<file path="config.mk">
export PLATFORM = sky130hd
export DESIGN_NAME = program_memory_loader_flat
export DESIGN_NICKNAME = d
export VERILOG_FILES = /design/src/rtl/program_memory_loader_if.sv /design/src/rtl/program_memory_loader.sv /design/src/flat_wrapper.sv
export SDC_FILE = /design/constraint.sdc
export NUM_CORES = 1
export LEC_CHECK = 0
export BUFFER_PORTS_ARGS = -buffer_cell sky130_fd_sc_hd__buf_4
export CAP_MARGIN = 20
export CORE_MARGIN = 2
export CORE_UTILIZATION = 51
export DETAILED_ROUTE_END_ITERATION = 10
export PLACE_DENSITY_LB_ADDON = 0.1
export SETUP_SLACK_MARGIN = 0.4
export SYNTH_ARGS = -nofsm -noshare
export SYNTH_HDL_FRONTEND = slang
export SYNTH_SLANG_ARGS = --single-unit
</file>
<file path="constraint.sdc">
create_clock -name clk -period 2.4 [get_ports clk]
set_input_delay 0.48 -clock clk [delete_from_list [all_inputs] [get_ports clk]]
set_output_delay 0.48 -clock clk [all_outputs]
set_load 0.02 [all_outputs]
</file>
<file path="src/rtl/program_memory_loader_if.sv">
// Bundle of the receiver handshake, PC and instruction-memory/CPU-control signals
// shared between the program loader (slave) and its surroundings (master).
interface program_memory_loader_if #(
    parameter int ADDR_WIDTH = 5,
    parameter int DATA_WIDTH = 32
);
    logic                  rx_valid;
    logic [7:0]            rx_data;
    logic                  rx_ready;
    logic [DATA_WIDTH-1:0] pc;
    logic [ADDR_WIDTH-1:0] mem_addr;
    logic                  mem_we;
    logic [DATA_WIDTH-1:0] mem_wdata;
    logic                  cpu_hold;
    logic                  cpu_restart;
    logic                  fetch_fault;
    logic                  load_error;
    logic [ADDR_WIDTH:0]   words_loaded;

    modport master (
        output rx_valid, rx_data, pc,
        input  rx_ready, mem_addr, mem_we, mem_wdata, cpu_hold, cpu_restart,
               fetch_fault, load_error, words_loaded
    );

    modport slave (
        input  rx_valid, rx_data, pc,
        output rx_ready, mem_addr, mem_we, mem_wdata, cpu_hold, cpu_restart,
               fetch_fault, load_error, words_loaded
    );
endinterface

</file>
<file path="src/rtl/program_memory_loader.sv">
// Shares the instruction memory between CPU fetch and a serial frame loader.
// Define PROGRAM_LOADER_CHECKSUM_EN to require a trailing XOR checksum byte per frame.
module program_memory_loader #(
    parameter int                     MEMORY_DEPTH = 32,
    parameter int                     ADDR_WIDTH   = 5,
    parameter int                     DATA_WIDTH   = 32,
    parameter logic [DATA_WIDTH-1:0]  TEXT_BASE    = 32'h0040_0000
) (
    input logic                   clk,
    input logic                   reset,
    program_memory_loader_if.slave bus
);

    localparam logic [7:0]            HEADER    = 8'hA5;
    localparam logic [DATA_WIDTH-3:0] BASE_WORD = TEXT_BASE[DATA_WIDTH-1:2];
    localparam logic [DATA_WIDTH-1:0] DEPTH_W   = DATA_WIDTH'(MEMORY_DEPTH);

    typedef enum logic [2:0] {
        S_RUN,
        S_COUNT,
        S_DATA,
        S_WRITE,
`ifdef PROGRAM_LOADER_CHECKSUM_EN
        S_CHECK,
`endif
        S_DONE,
        S_ERROR
    } state_t;

    state_t                state_reg;
    logic [7:0]            count_reg;
    logic [ADDR_WIDTH-1:0] index_reg;
    logic [ADDR_WIDTH:0]   words_reg;
    logic [DATA_WIDTH-1:0] asm_reg;
    logic [1:0]            byte_cnt_reg;
    logic                  rx_ready_reg;
    logic                  mem_we_reg;
    logic                  cpu_hold_reg;
    logic                  cpu_restart_reg;
    logic                  load_error_reg;
`ifdef PROGRAM_LOADER_CHECKSUM_EN
    logic [7:0]            checksum_reg;
`endif

    logic                  take;
    logic [ADDR_WIDTH:0]   words_next;
    logic                  last_word;
    logic                  bad_count;
    logic [DATA_WIDTH-3:0] off_word;
    logic                  xlate_fault;

    assign take       = bus.rx_valid && rx_ready_reg;
    assign words_next = words_reg + 1'b1;
    assign last_word  = (32'(words_next) == 32'(count_reg));
    assign bad_count  = (bus.rx_data == 8'd0) || ({24'd0, bus.rx_data} > 32'(MEMORY_DEPTH));

    // TEXT_BASE is word aligned, so the word offset needs no borrow from the byte bits.
    assign off_word    = bus.pc[DATA_WIDTH-1:2] - BASE_WORD;
    assign xlate_fault = (bus.pc < TEXT_BASE) || (bus.pc[1:0] != 2'b00) ||
                         ({2'b00, off_word} >= DEPTH_W);

    assign bus.mem_addr     = cpu_hold_reg ? index_reg : off_word[ADDR_WIDTH-1:0];
    assign bus.fetch_fault  = cpu_hold_reg ? 1'b0 : xlate_fault;
    assign bus.rx_ready     = rx_ready_reg;
    assign bus.mem_we       = mem_we_reg;
    assign bus.mem_wdata    = asm_reg;
    assign bus.cpu_hold     = cpu_hold_reg;
    assign bus.cpu_restart  = cpu_restart_reg;
    assign bus.load_error   = load_error_reg;
    assign bus.words_loaded = words_reg;

    always_ff @(posedge clk or posedge reset) begin
        if (reset) begin
            state_reg       <= S_RUN;
            count_reg       <= 8'd0;
            index_reg       <= '0;
            words_reg       <= '0;
            asm_reg         <= '0;
            byte_cnt_reg    <= 2'd0;
            rx_ready_reg    <= 1'b1;
            mem_we_reg      <= 1'b0;
            cpu_hold_reg    <= 1'b0;
            cpu_restart_reg <= 1'b0;
            load_error_reg  <= 1'b0;
`ifdef PROGRAM_LOADER_CHECKSUM_EN
            checksum_reg    <= 8'd0;
`endif
        end else begin
            mem_we_reg      <= 1'b0;
            cpu_restart_reg <= 1'b0;
            case (state_reg)
                S_RUN: begin
                    if (take && bus.rx_data == HEADER) begin
                        state_reg    <= S_COUNT;
                        cpu_hold_reg <= 1'b1;
                    end
                end
                S_COUNT: begin
                    if (take) begin
                        if (bad_count) begin
                            state_reg      <= S_ERROR;
                            load_error_reg <= 1'b1;
                        end else begin
                            state_reg    <= S_DATA;
                            count_reg    <= bus.rx_data;
                            index_reg    <= '0;
                            words_reg    <= '0;
                            byte_cnt_reg <= 2'd0;
`ifdef PROGRAM_LOADER_CHECKSUM_EN
                            checksum_reg <= 8'd0;
`endif
                        end
                    end
                end
                S_DATA: begin
                    if (take) begin
                        asm_reg      <= {asm_reg[DATA_WIDTH-9:0], bus.rx_data};
                        byte_cnt_reg <= byte_cnt_reg + 2'd1;
`ifdef PROGRAM_LOADER_CHECKSUM_EN
                        checksum_reg <= checksum_reg ^ bus.rx_data;
`endif
                        if (byte_cnt_reg == 2'd3) begin
                            state_reg    <= S_WRITE;
                            rx_ready_reg <= 1'b0;
                            mem_we_reg   <= 1'b1;
                        end
                    end
                end
                S_WRITE: begin
                    index_reg <= index_reg + 1'b1;
                    words_reg <= words_next;
                    if (last_word) begin
`ifdef PROGRAM_LOADER_CHECKSUM_EN
                        state_reg    <= S_CHECK;
                        rx_ready_reg <= 1'b1;
`else
                        state_reg       <= S_DONE;
                        cpu_restart_reg <= 1'b1;
`endif
                    end else begin
                        state_reg    <= S_DATA;
                        rx_ready_reg <= 1'b1;
                    end
                end
`ifdef PROGRAM_LOADER_CHECKSUM_EN
                S_CHECK: begin
                    if (take) begin
                        if (bus.rx_data == checksum_reg) begin
                            state_reg       <= S_DONE;
                            rx_ready_reg    <= 1'b0;
                            cpu_restart_reg <= 1'b1;
                        end else begin
                            state_reg      <= S_ERROR;
                            load_error_reg <= 1'b1;
                        end
                    end
                end
`endif
                S_DONE: begin
                    state_reg      <= S_RUN;
                    cpu_hold_reg   <= 1'b0;
                    rx_ready_reg   <= 1'b1;
                    load_error_reg <= 1'b0;
                end
                S_ERROR: begin
                    // Only a fresh header leaves ERROR; the CPU stays held meanwhile.
                    if (take && bus.rx_data == HEADER) begin
                        state_reg <= S_COUNT;
                    end
                end
                default: begin
                    state_reg <= S_RUN;
                end
            endcase
        end
    end

endmodule
</file>
<file path="src/flat_wrapper.sv">
// flat-port wrapper written by rule: the top's interface ports become plain ports
module program_memory_loader_flat 
#(
    parameter int                     MEMORY_DEPTH = 32,
    parameter int                     ADDR_WIDTH   = 5,
    parameter int                     DATA_WIDTH   = 32,
    parameter logic [DATA_WIDTH-1:0]  TEXT_BASE    = 32'h0040_0000
)
  (clk, reset, bus_rx_valid, bus_rx_data, bus_pc, bus_rx_ready, bus_mem_addr, bus_mem_we, bus_mem_wdata, bus_cpu_hold, bus_cpu_restart, bus_fetch_fault, bus_load_error, bus_words_loaded);
  program_memory_loader_if #(.ADDR_WIDTH(ADDR_WIDTH), .DATA_WIDTH(DATA_WIDTH)) bus_i ();
  input logic clk;
  input logic reset;
  input wire logic [$bits(bus_i.rx_valid)-1:0] bus_rx_valid;
  input wire logic [$bits(bus_i.rx_data)-1:0] bus_rx_data;
  input wire logic [$bits(bus_i.pc)-1:0] bus_pc;
  output wire logic [$bits(bus_i.rx_ready)-1:0] bus_rx_ready;
  output wire logic [$bits(bus_i.mem_addr)-1:0] bus_mem_addr;
  output wire logic [$bits(bus_i.mem_we)-1:0] bus_mem_we;
  output wire logic [$bits(bus_i.mem_wdata)-1:0] bus_mem_wdata;
  output wire logic [$bits(bus_i.cpu_hold)-1:0] bus_cpu_hold;
  output wire logic [$bits(bus_i.cpu_restart)-1:0] bus_cpu_restart;
  output wire logic [$bits(bus_i.fetch_fault)-1:0] bus_fetch_fault;
  output wire logic [$bits(bus_i.load_error)-1:0] bus_load_error;
  output wire logic [$bits(bus_i.words_loaded)-1:0] bus_words_loaded;
  assign bus_i.rx_valid = bus_rx_valid;
  assign bus_i.rx_data = bus_rx_data;
  assign bus_i.pc = bus_pc;
  assign bus_rx_ready = bus_i.rx_ready;
  assign bus_mem_addr = bus_i.mem_addr;
  assign bus_mem_we = bus_i.mem_we;
  assign bus_mem_wdata = bus_i.mem_wdata;
  assign bus_cpu_hold = bus_i.cpu_hold;
  assign bus_cpu_restart = bus_i.cpu_restart;
  assign bus_fetch_fault = bus_i.fetch_fault;
  assign bus_load_error = bus_i.load_error;
  assign bus_words_loaded = bus_i.words_loaded;
  program_memory_loader #(.MEMORY_DEPTH(MEMORY_DEPTH), .ADDR_WIDTH(ADDR_WIDTH), .DATA_WIDTH(DATA_WIDTH), .TEXT_BASE(TEXT_BASE)) u_core (.clk(clk), .reset(reset), .bus(bus_i));
endmodule
</file>
==> results.yml, run 1 <==
timing:
  finalWorstSetupSlack_ns: 0.378
  period_share_pct: 84.3
  finClkSkew_ns: 0.00704
  setup_viol: 0
  worstMarginPinSlew_ns: 0.580
  hold_viol: 0
  rsz0062_at_grt: "yes"
  slew_violations: 0
  fmax_mhz: 495
  tns_ns: 0
  slew_headroom_pct: 61.1
  fin_crit_ns: 2.02
cells_and_area:
  area_growth_pct: 35.0
  seqCellArea_mm2: 0.00153
  multi_input_area_mm2: 0.00137
  antenna_cells: 0
  final_nets: 403
  largest_reg_flops: 32
  nFillCells: 432
  mostFrequentLayoutCells: "buf_4, dfrtp_1, mux2_2"
  final_common_cell: "buf_4"
  layout-drive-gt1-share_pct: 46.5
global_routing:
  grtUsageTotal_pct: 21.7
  grt_pass1_wl_um: 10400
  grt_overflow: 0
  grt_max_degree: 38
  grt_pass1_vias: 2305
  antenna_found_initial: 0
synthesis:
  synth_seq_area_share_pct: 52.6
  ys.flop_type: "dfrtp_1"
  synth.area.top_cells: "dfrtp_1, mux2_2, nand2_1"
  synth_cells: 257
  synth_top_area_cell: "dfrtp_1"
  yosysWarnings: 0
  synth_nets: 303
  avgSynthCellArea_um2: 11.3
  ys_async_sr_fraction_pct: 100
  syn_area_mm2: 0.00290
  yosysTopAreaCellShare_pct: 51.7
  synth_cell_type_count: 43
  synth_edf_count: 0
  ys_ff_latch: 61
power:
  power_density_mw_per_mm2: 970
  clockPowerShare_pct: 19.5
  p_int_mw: 2.42
  combPwrFrac_pct: 39.2
  switching_share_pct: 36.4
  p_sw_mw: 1.38
  ir_worst_vdd_mv: 0.615
  leakage_nw: 1.91
  seqPwrFrac_pct: 41.3
critical_path:
  path_cells: "buf_6 -> or4b_4 -> nor3_4 -> a41oi_2 -> buf_4"
  path_max_fanout: 1
  cp-start-kind: "input pin"
  critical-path-top-delay-family: "simple AND/OR/NAND/NOR gates"
  worst_path_largest_cell_delay_ns: 0.55
  endpoint_kind: "output port"
  worstPathRequired_ns: 1.92
  critPathKind: "input pin to output port"
  cp_num_buf_inv: 2
  arrival_ns: 1.54
  critical_path.startpoint: "bus_pc[0]"
  slowest_stage: "or4b_4"
  r2r_start: "u_core.bus.words_loaded[1]"
route:
  route.met2.wl_um: 3290
  drtPass1Iterations: 4
  wl_met3_um: 355
  via_per_inst: 5.40
  wl_per_cell_um: 14.8
  wl_um: 6390
  drc_errors: 0
  highest_layer: "met4"
  dr.first_iter.drc_count: 81
  ant_nets: 0
  vias: 2339
  wl_met1_um: 2640
clock_network:
  cts_buffers: 9
  htree_num_levels: 3
  cts_sinks: 61
  clk_latency_ns: 0.34
  ctsLongestPathBuffers: 2
  cts_tree: "yes"
  cts-root-buf: "clkbuf_8"
  clk_pin_slew_ns: 0.07
floorplan:
  die_w_um: 79.4
  io_pins: 92
  std_cell_rows: 27
  dieArea_mm2: 0.00631
  core_area_mm2: 0.00551
  die_h_um: 79.4
  initial_core_util_pct: 52.7
place:
  place_congestion: 0.774
  dp_hpwl_um: 4710
  port_buffers: 91
  pre_cts_ws_ns: 0.199
job:
  drv_cap: 0
worst_hold_path:
  worst_hold_path_type: "input pin to asynchronous set/reset pin"
run_status:
  status: "completed"
==> cells in the mapped netlist, drive strengths merged (2+ instances only) <==
cell type	count
and3	2
dfrtp	60
and4	2
nand2b	5
xor2	5
o21ai	17
nor2b	4
xnor2	6
buf	7
nand2	34
a2111oi	2
o31ai	2
nor3	7
clkbuf	4
a21oi	8
a22o	2
and2	5
nand3	8
o21a	2
nor2	7
nor4	8
ha	3
or3	3
mux2	38
inv	2
==> layer usage <==
| metal | vias up | track usage, % |
|---|---|---|
| met2 | 59 | 36.0 |
| met3 | 13 | 6.67 |
| li1 | 1122 | - |
| met5 | - | 0 |
| met4 | 0 | 8.97 |
| met1 | 1145 | 26.4 |
==> what timing repair did <==
| action | in CTS | in global routing |
|---|---|---|
| gates cloned | 0 | 0 |
| buffers inserted | 2 | 1 |
| hold buffers | 0 | 0 |
| pin swaps | 7 | 4 |
| hold endpoints to repair | 0 | 0 |
| resized for setup | 5 | 5 |
| setup endpoints to repair | 3 | 8 |
==> final cells by class <==
class,count,area share [%]
flip-flops and latches,61,39.0
clock buffers,10,3.26
clock inverters,5,0.734
well taps,72,2.30
multi-input cells,183,34.9
inverters,2,0.192
repair buffers,100,19.6
==> final timing paths <==
check	to	slack [ns]	depth (start not counted)
worst min register to register	u_core.bus.load_error	0.49	2
worst max-delay path	bus_fetch_fault	0.38	5
min in group clk	u_core.count_reg[4]	0.37	3
worst min-delay path	u_core.bus.words_loaded[0]	0.20	2
max in group asynchronous	u_core.bus.mem_we	1.57	3
worst max register to register	u_core.state_reg[2]	0.49	6
==> power groups by stage <==
stage | sequential [mW] | clock (mW) | combinational [mW]
floorplan | 1.79 | 0 | 0.653
global placement | 1.58 | 0 | 1.42
detailed placement | 1.60 | 0 | 1.45
CTS | 1.57 | 0.759 | 1.49
global route | 1.62 | 0.806 | 1.62
finish | 1.57 | 0.742 | 1.49
==> metrics by stage <==
stage | total power [mW] | std cells | hold slack [ns] | area (um2) | util, %
after detailed placement | 3.05 | 415 | 0.475 | 3690 | 67.1
after global placement | 3.00 | 415 | 0.465 | 3690 | 67.1
after CTS | 3.82 | 432 | 0.205 | 3890 | 70.6
after global routing | 4.04 | 433 | 0.249 | 3920 | 71.2
final | 3.80 | 433 | 0.196 | 3920 | 71.2
after floorplan | 2.45 | 257 | 0.454 | 2910 | -
==> cell families after synthesis <==
group | synth area share (%)
AOI/OAI and AO/OA | 8.49
xor gates and xnor gates | 3.32
adders and majority gates | 1.29
buffers and inverters | 2.07
DFF | 52.6
muxes | 14.7
and+or+nand+nor | 17.5
Note: power is estimated with default switching activity, not from simulation.
==> inputs of run 2 (changes only) <==
- CORE_UTILIZATION: 51 -> 46
- clock period: 2.4 -> 1.8 ns (I/O delays scaled with it)
==> run 2 against run 1 <==
The flow now finishes with violations (negative setup slack). Sequential power increased by 38%. Sequential share of layout area decreased by 7.1 points. Non-clock buffer count increased by 35. Routed wire length increased by 35%. Worst hold slack got worse by 0.074 ns. Utilization increased by 8.5 points. Global-route usage increased by 2.6 points. First-iteration DRC count increased to 2.8 times the previous value. Clock power increased by 44%. Worst setup slack got worse by 0.41 ns. Count of clock-buffer cells in the layout increased by 3. Critical path type is now flop to flop.
==> results.yml, run 2 (synthesis gave the netlist of run 1 again) <==
critical_path:
  worstPathRequired_ns: 2.01
  slowest_stage: "dfrtp_2"
  critPathKind: "flop to flop"
  path_max_fanout: 2
  cp-start-kind: "flop"
  rrSetupSlack_ns: -0.04
  endpoint_kind: "flop"
  arrival_ns: 2.04
  worst_path_largest_cell_delay_ns: 0.42
  path_cells: "ha_4 -> xor2_2 -> nor4_2 -> nand3_1 -> buf_4 -> buf_6 -> o31ai_4 -> a21oi_1"
global_routing:
  antenna_found_initial: 0
  grt_overflow: 0
  grt_pass1_vias: 2655
  grt_pass1_wl_um: 13600
  grtUsageTotal_pct: 24.3
  grt_max_degree: 33
cells_and_area:
  layout-drive-gt1-share_pct: 62.4
  final_common_cell: "buf_4"
  mostFrequentLayoutCells: "buf_4, dfrtp_1, mux2_4"
  largest_reg_flops: 32
  antenna_cells: 0
  nFillCells: 361
  finish.instance_area_mm2: 0.00480
  seqCellArea_mm2: 0.00153
  final_nets: 438
  area_growth_pct: 65.4
  multi_input_area_mm2: 0.00177
floorplan:
  die_h_um: 83.4
  core_area_mm2: 0.00603
  io_pins: 92
  dieArea_mm2: 0.00696
  std_cell_rows: 28
  initial_core_util_pct: 48.2
  die_w_um: 83.4
job:
  drv_cap: 0
timing:
  period_share_pct: 102
  slew_headroom_pct: 51.8
  rsz0062_at_grt: "yes"
  finClkSkew_ns: 0.0102
  worstMarginPinSlew_ns: 0.722
  hold_viol: 0
  fmax_mhz: 545
  fin_crit_ns: 1.84
  tns_ns: -0.0693
  setup_viol: 3
  finalWorstSetupSlack_ns: -0.0364
  slew_violations: 0
run_status:
  status: "finished with violations"
  violations: "negative setup slack"
power:
  leakage_nw: 2.26
  power_density_mw_per_mm2: 1250
  power_mw: 6.00
  ir_worst_vdd_mv: 0.856
clock_network:
  clk_latency_ns: 0.34
  cts_buffers: 9
  cts_hold_buffers: 0
  cts_sinks: 61
  cts-root-buf: "clkbuf_8"
  clk_pin_slew_ns: 0.07
  cts_tree: "yes"
  ctsLongestPathBuffers: 2
  htree_num_levels: 3
route:
  ant_nets: 0
  drtPass1Iterations: 7
  via_per_inst: 5.50
  drc_errors: 0
  dr.first_iter.drc_count: 229
  vias: 2591
  wl_um: 8630
  wl_per_cell_um: 18.3
worst_hold_path:
  worst_hold_path_type: "input pin to asynchronous set/reset pin"
place:
  dp_hpwl_um: 5110
  pre_cts_ws_ns: -0.0443
  place_congestion: 0.776
  port_buffers: 91
  placed_cell_area_mm2: 0.00399
[run 2: stage by stage]
step | hold slack (ns) | utilization, % | std cells
2_1_floorplan | 0.454 | - | 257
3_3_place_gp | 0.468 | 66.3 | 433
3_5_place_dp | 0.469 | 66.3 | 433
4_1_cts | 0.133 | 76.6 | 464
5_1_grt | 0.156 | 79.7 | 471
6_report | 0.122 | 79.7 | 471
[run 2: worst max-delay path: cells and delay by family (launching register included)]
family,cells,cell delay [ns]
buffers and inverters,2,0.28
AOI/OAI and AO/OA,2,0.32
and+or+nand+nor,2,0.28
DFF,1,0.42
xor gates and xnor gates,1,0.15
adders and majority gates,1,0.26
[run 2: area by class of cell]
cell class,count,area share (%)
Sequential cell,61,31.9
Clock buffer,13,3.31
Inverter,2,0.234
Tap cell,75,1.95
Timing Repair Buffer,135,25.5
Clock inverter,2,0.208
Multi-Input combinational cell,183,36.9
[run 2: repair_timing]
action,4_1_cts,5_1_grt
gates resized for setup,61,37
endpoints found under the setup margin,71,71
pin swaps,7,14
buffers inserted,11,6
cloned,5,1
[run 2: where the power goes]
| group | internal (mW) | switching, mW |
|---|---|---|
| logic | 1.51 | 1.25 |
| registers | 1.76 | 0.405 |
| clock network | 0.564 | 0.506 |
| total | 3.83 | 2.16 |
[run 2: path summary, 6_finish.rpt]
kind                                                  from                 endpoint  depth (start not counted)
worst max-delay path            u_core.bus.words_loaded[0]      u_core.state_reg[1]                          8
worst min-delay path                                 reset  u_core.bus.mem_wdata[8]                          3
worst max register to register  u_core.bus.words_loaded[0]      u_core.state_reg[1]                          8
worst min register to register       u_core.bus.load_error    u_core.bus.load_error                          2
max in group asynchronous                            reset      u_core.bus.cpu_hold                          3
min in group clk                            bus_rx_data[3]      u_core.count_reg[3]                          3
[run 2: routing by layer]
layer | track usage [%] | wire length (um)
met1 | 31.2 | 3440
met2 | 41.3 | 4580
met3 | 4.87 | 459
met4 | 8.21 | 148
met5 | 0 | 0
==> inputs of run 3 (changes only) <==
- PLACE_DENSITY: default -> 0.76
- PLACE_DENSITY_LB_ADDON: 0.1 -> default
==> run 3 against run 2 <==
The flow still finishes with violations (negative setup slack). Maximum frequency is 0.32% higher. Clock skew down 0.0022 ns. Total power is 2.3% lower. Worst setup slack improved by 0.0058 ns. Sequential power is essentially flat. Count of clock-buffer cells in the layout decreased by 2. Largest power group unchanged.
==> results.yml, run 3 (synthesis gave the netlist of run 1 again) <==
route:
  wl_um: 8510
  drc_errors: 0
  ant_nets: 0
  wl_per_cell_um: 18.2
  dr.first_iter.drc_count: 153
  drtPass1Iterations: 4
  vias: 2596
  via_per_inst: 5.55
power:
  combPwrFrac_pct: 46.0
  power_density_mw_per_mm2: 1260
  power_mw: 5.86
  leakage_nw: 2.20
  clockPowerShare_pct: 17.4
  p_int_mw: 3.69
  seqPwrFrac_pct: 36.6
  p_sw_mw: 2.17
  switching_share_pct: 37.1
  ir_worst_vdd_mv: 1.01
global_routing:
  grtUsageTotal_pct: 23.2
  antenna_found_initial: 0
  grt_overflow: 0
  grt_max_degree: 59
  grt_pass1_vias: 2591
  grt_pass1_wl_um: 12900
timing:
  period_share_pct: 102
  finClkSkew_ns: 0.00790
  setup_viol: 3
  slew_violations: 0
  slew_headroom_pct: 67.9
  fin_crit_ns: 1.83
  finalWorstSetupSlack_ns: -0.0306
  rsz0062_at_grt: "yes"
  hold_viol: 0
  worstMarginPinSlew_ns: 0.478
  fmax_mhz: 546
  whs_ns: 0.266
cells_and_area:
  antenna_cells: 0
  final_nets: 434
  finish.instance_area_mm2: 0.00463
  area_growth_pct: 59.6
  largest_reg_flops: 32
  layout.cells.non_filler: 468
  nFillCells: 393
  final_common_cell: "buf_4"
  mostFrequentLayoutCells: "buf_4, dfrtp_1, mux2_4"
  layout-drive-gt1-share_pct: 56.5
clock_network:
  clk_latency_ns: 0.34
  htree_num_levels: 3
  clk_pin_slew_ns: 0.07
  ctsLongestPathBuffers: 2
  cts_tree: "yes"
  cts_buffers: 9
  cts_sinks: 61
  cts-root-buf: "clkbuf_8"
critical_path:
  worstPathRequired_ns: 2.01
  arrival_ns: 2.04
  critPathKind: "flop to flop"
  cp-start-kind: "flop"
  endpoint_kind: "flop"
  path_max_fanout: 6
floorplan:
  io_pins: 92
  core_area_mm2: 0.00603
  die_h_um: 83.4
  dieArea_mm2: 0.00696
  die_w_um: 83.4
  initial_core_util_pct: 48.2
  std_cell_rows: 28
job:
  drv_cap: 0
place:
  pre_cts_ws_ns: -0.0479
  placedCellCount: 429
  dp_hpwl_um: 5050
  placed_cell_area_mm2: 0.00398
  place_congestion: 0.818
  port_buffers: 91
run_status:
  violations: "negative setup slack"
  status: "finished with violations"
worst_hold_path:
  worst_hold_path_type: "input pin to flop"
-- run 3: cell count changes in the layout (fill, tap and decap cells not counted), moves of 6 or more --
cell	change
nand2_1	+10
buf_4	+6
nand2_2	-8
buf_6	-10
-- run 3: power by group through the flow --
stage | Combinational, mW | Clock (mW) | Sequential (mW)
after CTS | 2.55 | 1.04 | 2.13
after floorplan | 1.12 | 0 | 2.42
after global placement | 2.22 | 0 | 2.13
after detailed placement | 2.27 | 0 | 2.14
after global routing | 2.84 | 1.11 | 2.19
final | 2.69 | 1.02 | 2.15
-- run 3: worst max-delay path, stage by stage (launching register included) --
cell and delay [ns]:
dfstp_2 0.58, buf_6 0.12, nand4bb_4 0.12, and4bb_2 0.38
nor3_4 0.07, buf_4 0.16, buf_6 0.12, nand2_1 0.07
o21ai_1 0.08
-- run 3: cell type report --
class                           count  area, um2  area share [%]
Clock buffer                       11        131            2.84
Clock inverter                      5       27.5           0.594
Inverter                            2       11.3           0.243
Multi-Input combinational cell    183       1670            36.1
Sequential cell                    61       1530            33.1
Tap cell                           75       93.8            2.03
Timing Repair Buffer              131       1160            25.1
-- run 3: repair_timing --
item                                    in CTS  in global routing
buffers inserted                            11                  6
resized for setup                           39                 17
gates cloned                                 5                  0
pin swaps                                   10                  4
hold buffers                                 1                  0
endpoints found under the hold margin        3                  0
endpoints found under the setup margin      71                 71
-- run 3: path summary, 6_finish.rpt --
path	startpoint	end	slack (ns)	depth (start not counted)
min reg2reg	u_core.bus.load_error	u_core.bus.load_error	0.47	2
max reg2reg	u_core.bus.rx_ready	u_core.bus.words_loaded[0]	-0.03	8
min in group asynchronous	reset	u_core.bus.mem_wdata[27]	0.47	3
max	u_core.bus.rx_ready	u_core.bus.words_loaded[0]	-0.03	8
max in group asynchronous	reset	u_core.bus.rx_ready	0.77	4
min	bus_rx_data[4]	u_core.count_reg[4]	0.27	3
-- run 3: metrics by stage --
step                TNS, ns  utilization, %
floorplan           -0.0110               -
global placement    -0.0188            66.0
detailed placement  -0.0479            66.0
CTS                       0            74.6
global route          -1.64            76.9
finish              -0.0560            76.9
-- run 3: metal layers --
| metal | part of all wire, % | wire length, um | up-vias | track usage [%] |
|---|---|---|---|---|
| met2 | 53 | 4490 | 72 | 39.7 |
| li1 | - | - | 1182 | - |
| met3 | 3.6 | 307 | 26 | 5.07 |
| met1 | 41 | 3470 | 1316 | 29.8 |
| met4 | 2.8 | 238 | 0 | 6.01 |
| met5 | 0 | 0 | - | 0 |
